--- src/rtl/sincronizador_de_fifo_de_envio_if.sv ---
// Handshake bundle between the transmit synchroniser, the source FIFO and the UART tx FIFO.
// The master modport is the synchroniser side; slave is the surrounding environment.
interface sincronizador_de_fifo_de_envio_if #(
    parameter int DATA_W = 8,
    parameter int CNT_W  = 16
);
    logic              start;
    logic              abort;
    logic              src_empty;
    logic [DATA_W-1:0] src_data;
    logic              rd_src;
    logic              wr_uart_full;
    logic              wr_uart;
    logic [DATA_W-1:0] w_data;
    logic              busy;
    logic              done;
    logic [CNT_W-1:0]  sent;

    modport master (
        input  start, abort, src_empty, src_data, wr_uart_full,
        output rd_src, wr_uart, w_data, busy, done, sent
    );

    modport slave (
        output start, abort, src_empty, src_data, wr_uart_full,
        input  rd_src, wr_uart, w_data, busy, done, sent
    );
endinterface

--- src/rtl/sincronizador_de_fifo_de_envio.sv ---
// Moves a burst of A_ENVIAR words from a FWFT source FIFO into the UART tx FIFO.
// Each move pops and pushes in the same cycle; a one-cycle done pulse closes every burst.
module sincronizador_de_fifo_de_envio #(
    parameter int A_ENVIAR = 32,
    parameter int DATA_W   = 8,
    parameter int CNT_W    = 16
) (
    input  logic clk,
    input  logic reset,
    sincronizador_de_fifo_de_envio_if.master bus
);
    typedef enum logic [1:0] {
        IDLE = 2'd0,
        XFER = 2'd1,
        FIN  = 2'd2
    } state_t;

    localparam logic [CNT_W-1:0] LAST_CNT = CNT_W'(A_ENVIAR - 1);
    localparam logic [CNT_W-1:0] ONE_CNT  = {{(CNT_W-1){1'b0}}, 1'b1};

    state_t            state_r;
    state_t            state_s;
    logic [CNT_W-1:0]  count_r;
    logic [CNT_W-1:0]  count_s;
    logic              move_s;
    logic [DATA_W-1:0] w_data_s;

    // State and burst counter registers
    always_ff @(posedge clk or negedge reset) begin
        if (!reset) begin
            state_r <= IDLE;
            count_r <= {CNT_W{1'b0}};
        end else begin
            state_r <= state_s;
            count_r <= count_s;
        end
    end

    // Next state, counter update and the combinational move strobe
    always_comb begin
        state_s = state_r;
        count_s = count_r;
        move_s  = 1'b0;
        case (state_r)
            IDLE: begin
                if (bus.start) begin
                    state_s = XFER;
                    count_s = {CNT_W{1'b0}};
                end else begin
                    state_s = IDLE;
                end
            end
            XFER: begin
                // abort wins over a move that would otherwise happen this cycle
                if (bus.abort) begin
                    state_s = FIN;
                end else if (!bus.src_empty && !bus.wr_uart_full) begin
                    move_s  = 1'b1;
                    count_s = count_r + ONE_CNT;
                    if (count_r == LAST_CNT) begin
                        state_s = FIN;
                    end else begin
                        state_s = XFER;
                    end
                end else begin
                    state_s = XFER;
                end
            end
            FIN: begin
                state_s = IDLE;
            end
            default: begin
                state_s = IDLE;
                count_s = {CNT_W{1'b0}};
            end
        endcase
    end

    assign w_data_s     = bus.src_data;
    assign bus.w_data   = w_data_s;
    assign bus.rd_src   = move_s;
    assign bus.wr_uart  = move_s;
    assign bus.busy     = (state_r == XFER);
    assign bus.done     = (state_r == FIN);
    assign bus.sent     = count_r;
endmodule

--- src/flat_wrapper.sv ---
// flat-port wrapper written by rule: the top's interface ports become plain ports
module sincronizador_de_fifo_de_envio_flat 
#(
    parameter int A_ENVIAR = 32,
    parameter int DATA_W   = 8,
    parameter int CNT_W    = 16
)
  (clk, reset, bus_start, bus_abort, bus_src_empty, bus_src_data, bus_wr_uart_full, bus_rd_src, bus_wr_uart, bus_w_data, bus_busy, bus_done, bus_sent);
  sincronizador_de_fifo_de_envio_if #(.DATA_W(DATA_W), .CNT_W(CNT_W)) bus_i ();
  input  logic clk;
  input  logic reset;
  input wire logic [$bits(bus_i.start)-1:0] bus_start;
  input wire logic [$bits(bus_i.abort)-1:0] bus_abort;
  input wire logic [$bits(bus_i.src_empty)-1:0] bus_src_empty;
  input wire logic [$bits(bus_i.src_data)-1:0] bus_src_data;
  input wire logic [$bits(bus_i.wr_uart_full)-1:0] bus_wr_uart_full;
  output wire logic [$bits(bus_i.rd_src)-1:0] bus_rd_src;
  output wire logic [$bits(bus_i.wr_uart)-1:0] bus_wr_uart;
  output wire logic [$bits(bus_i.w_data)-1:0] bus_w_data;
  output wire logic [$bits(bus_i.busy)-1:0] bus_busy;
  output wire logic [$bits(bus_i.done)-1:0] bus_done;
  output wire logic [$bits(bus_i.sent)-1:0] bus_sent;
  assign bus_i.start = bus_start;
  assign bus_i.abort = bus_abort;
  assign bus_i.src_empty = bus_src_empty;
  assign bus_i.src_data = bus_src_data;
  assign bus_i.wr_uart_full = bus_wr_uart_full;
  assign bus_rd_src = bus_i.rd_src;
  assign bus_wr_uart = bus_i.wr_uart;
  assign bus_w_data = bus_i.w_data;
  assign bus_busy = bus_i.busy;
  assign bus_done = bus_i.done;
  assign bus_sent = bus_i.sent;
  sincronizador_de_fifo_de_envio #(.A_ENVIAR(A_ENVIAR), .DATA_W(DATA_W), .CNT_W(CNT_W)) u_core (.clk(clk), .reset(reset), .bus(bus_i));
endmodule
--- config.mk ---
export PLATFORM = sky130hd
export DESIGN_NAME = sincronizador_de_fifo_de_envio_flat
export DESIGN_NICKNAME = d
export VERILOG_FILES = /design/src/rtl/sincronizador_de_fifo_de_envio_if.sv /design/src/rtl/sincronizador_de_fifo_de_envio.sv /design/src/flat_wrapper.sv
export SDC_FILE = /design/constraint.sdc
export NUM_CORES = 1
export LEC_CHECK = 0
export BUFFER_PORTS_ARGS = -buffer_cell sky130_fd_sc_hd__buf_4
export CAP_MARGIN = 20
export CORE_UTILIZATION = 50
export CTS_CLUSTER_SIZE = 28
export DETAILED_ROUTE_END_ITERATION = 10
export PLACE_DENSITY = 0.84
export SLEW_MARGIN = 20
export SYNTH_ARGS = -nofsm -noshare
export SYNTH_HDL_FRONTEND = slang
export SYNTH_SLANG_ARGS = --single-unit
--- constraint.sdc ---
create_clock -name clk -period 4.2 [get_ports clk]
set_input_delay 0.21 -clock clk [delete_from_list [all_inputs] [get_ports clk]]
set_output_delay 0.21 -clock clk [all_outputs]
set_load 0.01 [all_outputs]
==> flow_metrics.tcl <==
set metrics [dict create \
    drcViolationCount 0 \
    synth.avg_cell_area_sq_um 9.528 \
    syn_nets 132 \
    crit_family "simple AND/OR/NAND/NOR gates" \
    synth_compound_area_frac 0.1942 \
    worstHoldPathType "input pin to register" \
    dieArea_sq_um 2423 \
    syn2layout_area_growth_pct 14.25 \
    worstHoldEndpoint "u_core.state_r[1]" \
    yosysWarnings 0 \
    reg2regPathDepth 4 \
    arrival_ns 2.17 \
    grt_pass1_wl_microns 4091 \
    via_per_inst 6.161 \
    postRouteAntennaNets 0 \
    ys_seq_area_frac 0.4040 \
    relSlewSlack 0.6291 \
    finalSetupTns_ns 0 \
    tightest_slew_ns 0.5553 \
    fillers 165 \
    overflow 0 \
    drive_above_1_share 0.2687 \
    hold_depth 2 \
    cts.sinks 18 \
    drv_cap 0 \
    syn-instance-count 117 \
    die_w_microns 49.22 \
    dr.pass1.iters 4 \
    r2r-end "u_core.bus.sent[15]" \
    fin_skew_ns 0.004503 \
    clk_pin_slew_ns 0.10 \
    fin_area_sq_um 1274 \
    p_leak_nw 0.5503 \
    drt-wirelength-per-cell_microns 15.31 \
    antenna_found_initial 0 \
    critPathKind "register to register" \
    hpwlAfterDp_microns 1853 \
    grt.total_usage 0.2197 \
    hold_violations 0 \
    status "completed" \
    synth_top_family_by_area "simple AND/OR/NAND/NOR gates" \
    rows 16 \
    ys_seq_elements 18 \
    crit_chain "nor2b_1 > o221ai_2 > or4_1 > a21oi_1" \
    worst-path-buf-inv 0 \
    critPathLaunchType "register" \
    fin_crit_ns 1.959 \
    routed-via-count 992 \
    cpPeakStageDelay_ns 0.53 \
    setup_viol 0 \
    drt_wl_total_microns 2465 \
    drv_slew 0 \
    critPathRequiredTime_ns 4.41 \
    clk_latency_ns 0.28 \
    synth_fa_ha_area_frac 0.01122 \
    worst_setup_path_end_kind "register" \
    synth-xor-area-share 0.03143 \
    fp.coreArea_sq_um 2022 \
    ir_drop_mv 0.2109 \
    dieHeight_microns 49.22 \
    synth_cell_type_count 34 \
    antenna_cells 0 \
    muxShareOfSynthArea 0 \
    ios 42 \
    dpl_cell_area_sq_um 1241 \
    start_util 0.5514 \
    numCtsBuffers 3 \
    io_buffers 25 \
    cp_max_fo 8 \
    root_buffer "clkbuf_4" \
    crit_path_top_delay_cell "or4_1" \
    gp_congestion 0.8651 \
    finalNetCount 151 \
    min_from "bus_abort" \
    reg2reg_slack_ns 2.24 \
    report.power.total_w 0.0003566 \
    min_period_over_period 0.4665 \
    max_freq_mhz 510.4 \
    h-tree-depth 1 \
    drtIter0Drc 23 \
    whs_ns 0.1895 \
    clk_path_buf_depth 2 \
    cts_tree "done" \
    p_per_area_nw_per_um2 280.0 \
    grt_pass1_vias 916 \
    regToRegStartpoint "u_core.state_r[1]" \
    rsz0062_at_grt "no" \
    grt_max_degree 19 \
    post-cts-setup-buffers 0 \
    post_synth_and_or_nand_nor_area_fraction 0.2604 \
    syn_area_sq_um 1115 \
]
-- layout make-up --
type	instances	area, sq um	share of cell area
Clock buffer	3	22.52	0.01768
Inverter	2	7.507	0.005894
Multi-Input combinational cell	84	554.3	0.4352
Sequential cell	18	450.4	0.3536
Tap cell	27	33.78	0.02652
Timing Repair Buffer	27	205.2	0.1611
-- cell usage in the layout (no fill, tap or decap), drive strengths merged, types with 2 or more instances in the layout --
cell type,instances
or4,7
buf,26
and3,2
inv,2
nor4,2
nor2,5
o21ai,6
and4,3
or3,4
xor2,4
or2b,2
o2111ai,2
dfrtp,18
nor2b,2
a21oi,10
clkbuf,3
nand3,6
o22ai,2
o211ai,3
o31ai,6
nor3,2
nand2,8
-- logic make-up (layout without fill, tap and decap cells) --
logic type                 Yosys count  count (layout)
adders and majority gates            1               1
DFF                                 18              18
and+or+nand+nor                     47              47
AOI/OAI and AO/OA                   32              32
buffers and inverters               15              32
xor gates and xnor gates             4               4
-- worst max path at each step --
stage	slack, ns	startpoint	cells after the start	to
3_5_place_dp	2.25	u_core.state_r[1]	4	u_core.bus.sent[15]
5_1_grt	2.09	u_core.state_r[1]	4	u_core.bus.sent[15]
3_3_place_gp	2.38	u_core.state_r[1]	4	u_core.bus.sent[9]
4_1_cts	2.22	u_core.state_r[1]	4	u_core.bus.sent[15]
2_1_floorplan	2.55	u_core.bus.sent[0]	5	u_core.bus.sent[14]
6_report	2.24	u_core.state_r[1]	4	u_core.bus.sent[15]
-- stage by stage --
step,util,cells,worst slack [ns]
2_1_floorplan,-,117,2.551
3_3_place_gp,0.6139,157,2.375
3_5_place_dp,0.6139,157,2.253
4_1_cts,0.6300,161,2.222
5_1_grt,0.6300,161,2.089
6_report,0.6300,161,2.241
-- synthesized netlist by cell type, drive strengths merged --
master / count / area share
buf: 13 / 0.092
nand4b: 1 / 0.0079
nand4: 1 / 0.0056
o21a: 1 / 0.0067
nor2: 5 / 0.017
a32o: 1 / 0.0090
o22ai: 2 / 0.017
o221ai: 1 / 0.013
or2b: 2 / 0.016
or3b: 1 / 0.0079
nor3: 2 / 0.019
nand2: 8 / 0.027
o211ai: 3 / 0.020
and2: 1 / 0.0056
or4: 7 / 0.047
xor2: 4 / 0.031
a21oi: 10 / 0.045
o31ai: 6 / 0.040
or3: 4 / 0.022
nor4: 2 / 0.011
ha: 1 / 0.011
nand3: 6 / 0.027
o2111ai: 2 / 0.016
o21ai: 6 / 0.027
inv: 2 / 0.0067
dfrtp: 18 / 0.40
and4: 3 / 0.024
and3: 2 / 0.012
nor2b: 2 / 0.011
-- power by group --
part,internal (W),total [W],switching (W),leakage (nW)
clock network,0.0000333,0.0000825,0.0000493,0.0138
registers,0.000179,0.000197,0.0000181,0.249
logic,0.0000325,0.0000767,0.0000442,0.288
total,0.000245,0.000357,0.000112,0.550
-- flip-flops by register name, summed over array words and instances, names as in the netlist --
signal	flops
u_core.state_r	2
u_core.bus.sent	16
-- routing by layer --
| layer | wire (microns) | track usage |
|---|---|---|
| met4 | 18 | 0.1078 |
| met1 | 1075 | 0.2787 |
| met2 | 1204 | 0.3539 |
| met3 | 166 | 0.04361 |
| met5 | 0 | 0 |
-- repair_timing --
item	4_1_cts	5_1_grt
hold buffers	1	0
endpoints found under the hold margin	18	0
resized for setup	0	0
endpoints found under the setup margin	0	0
Power figures use the tool's default switching activity.
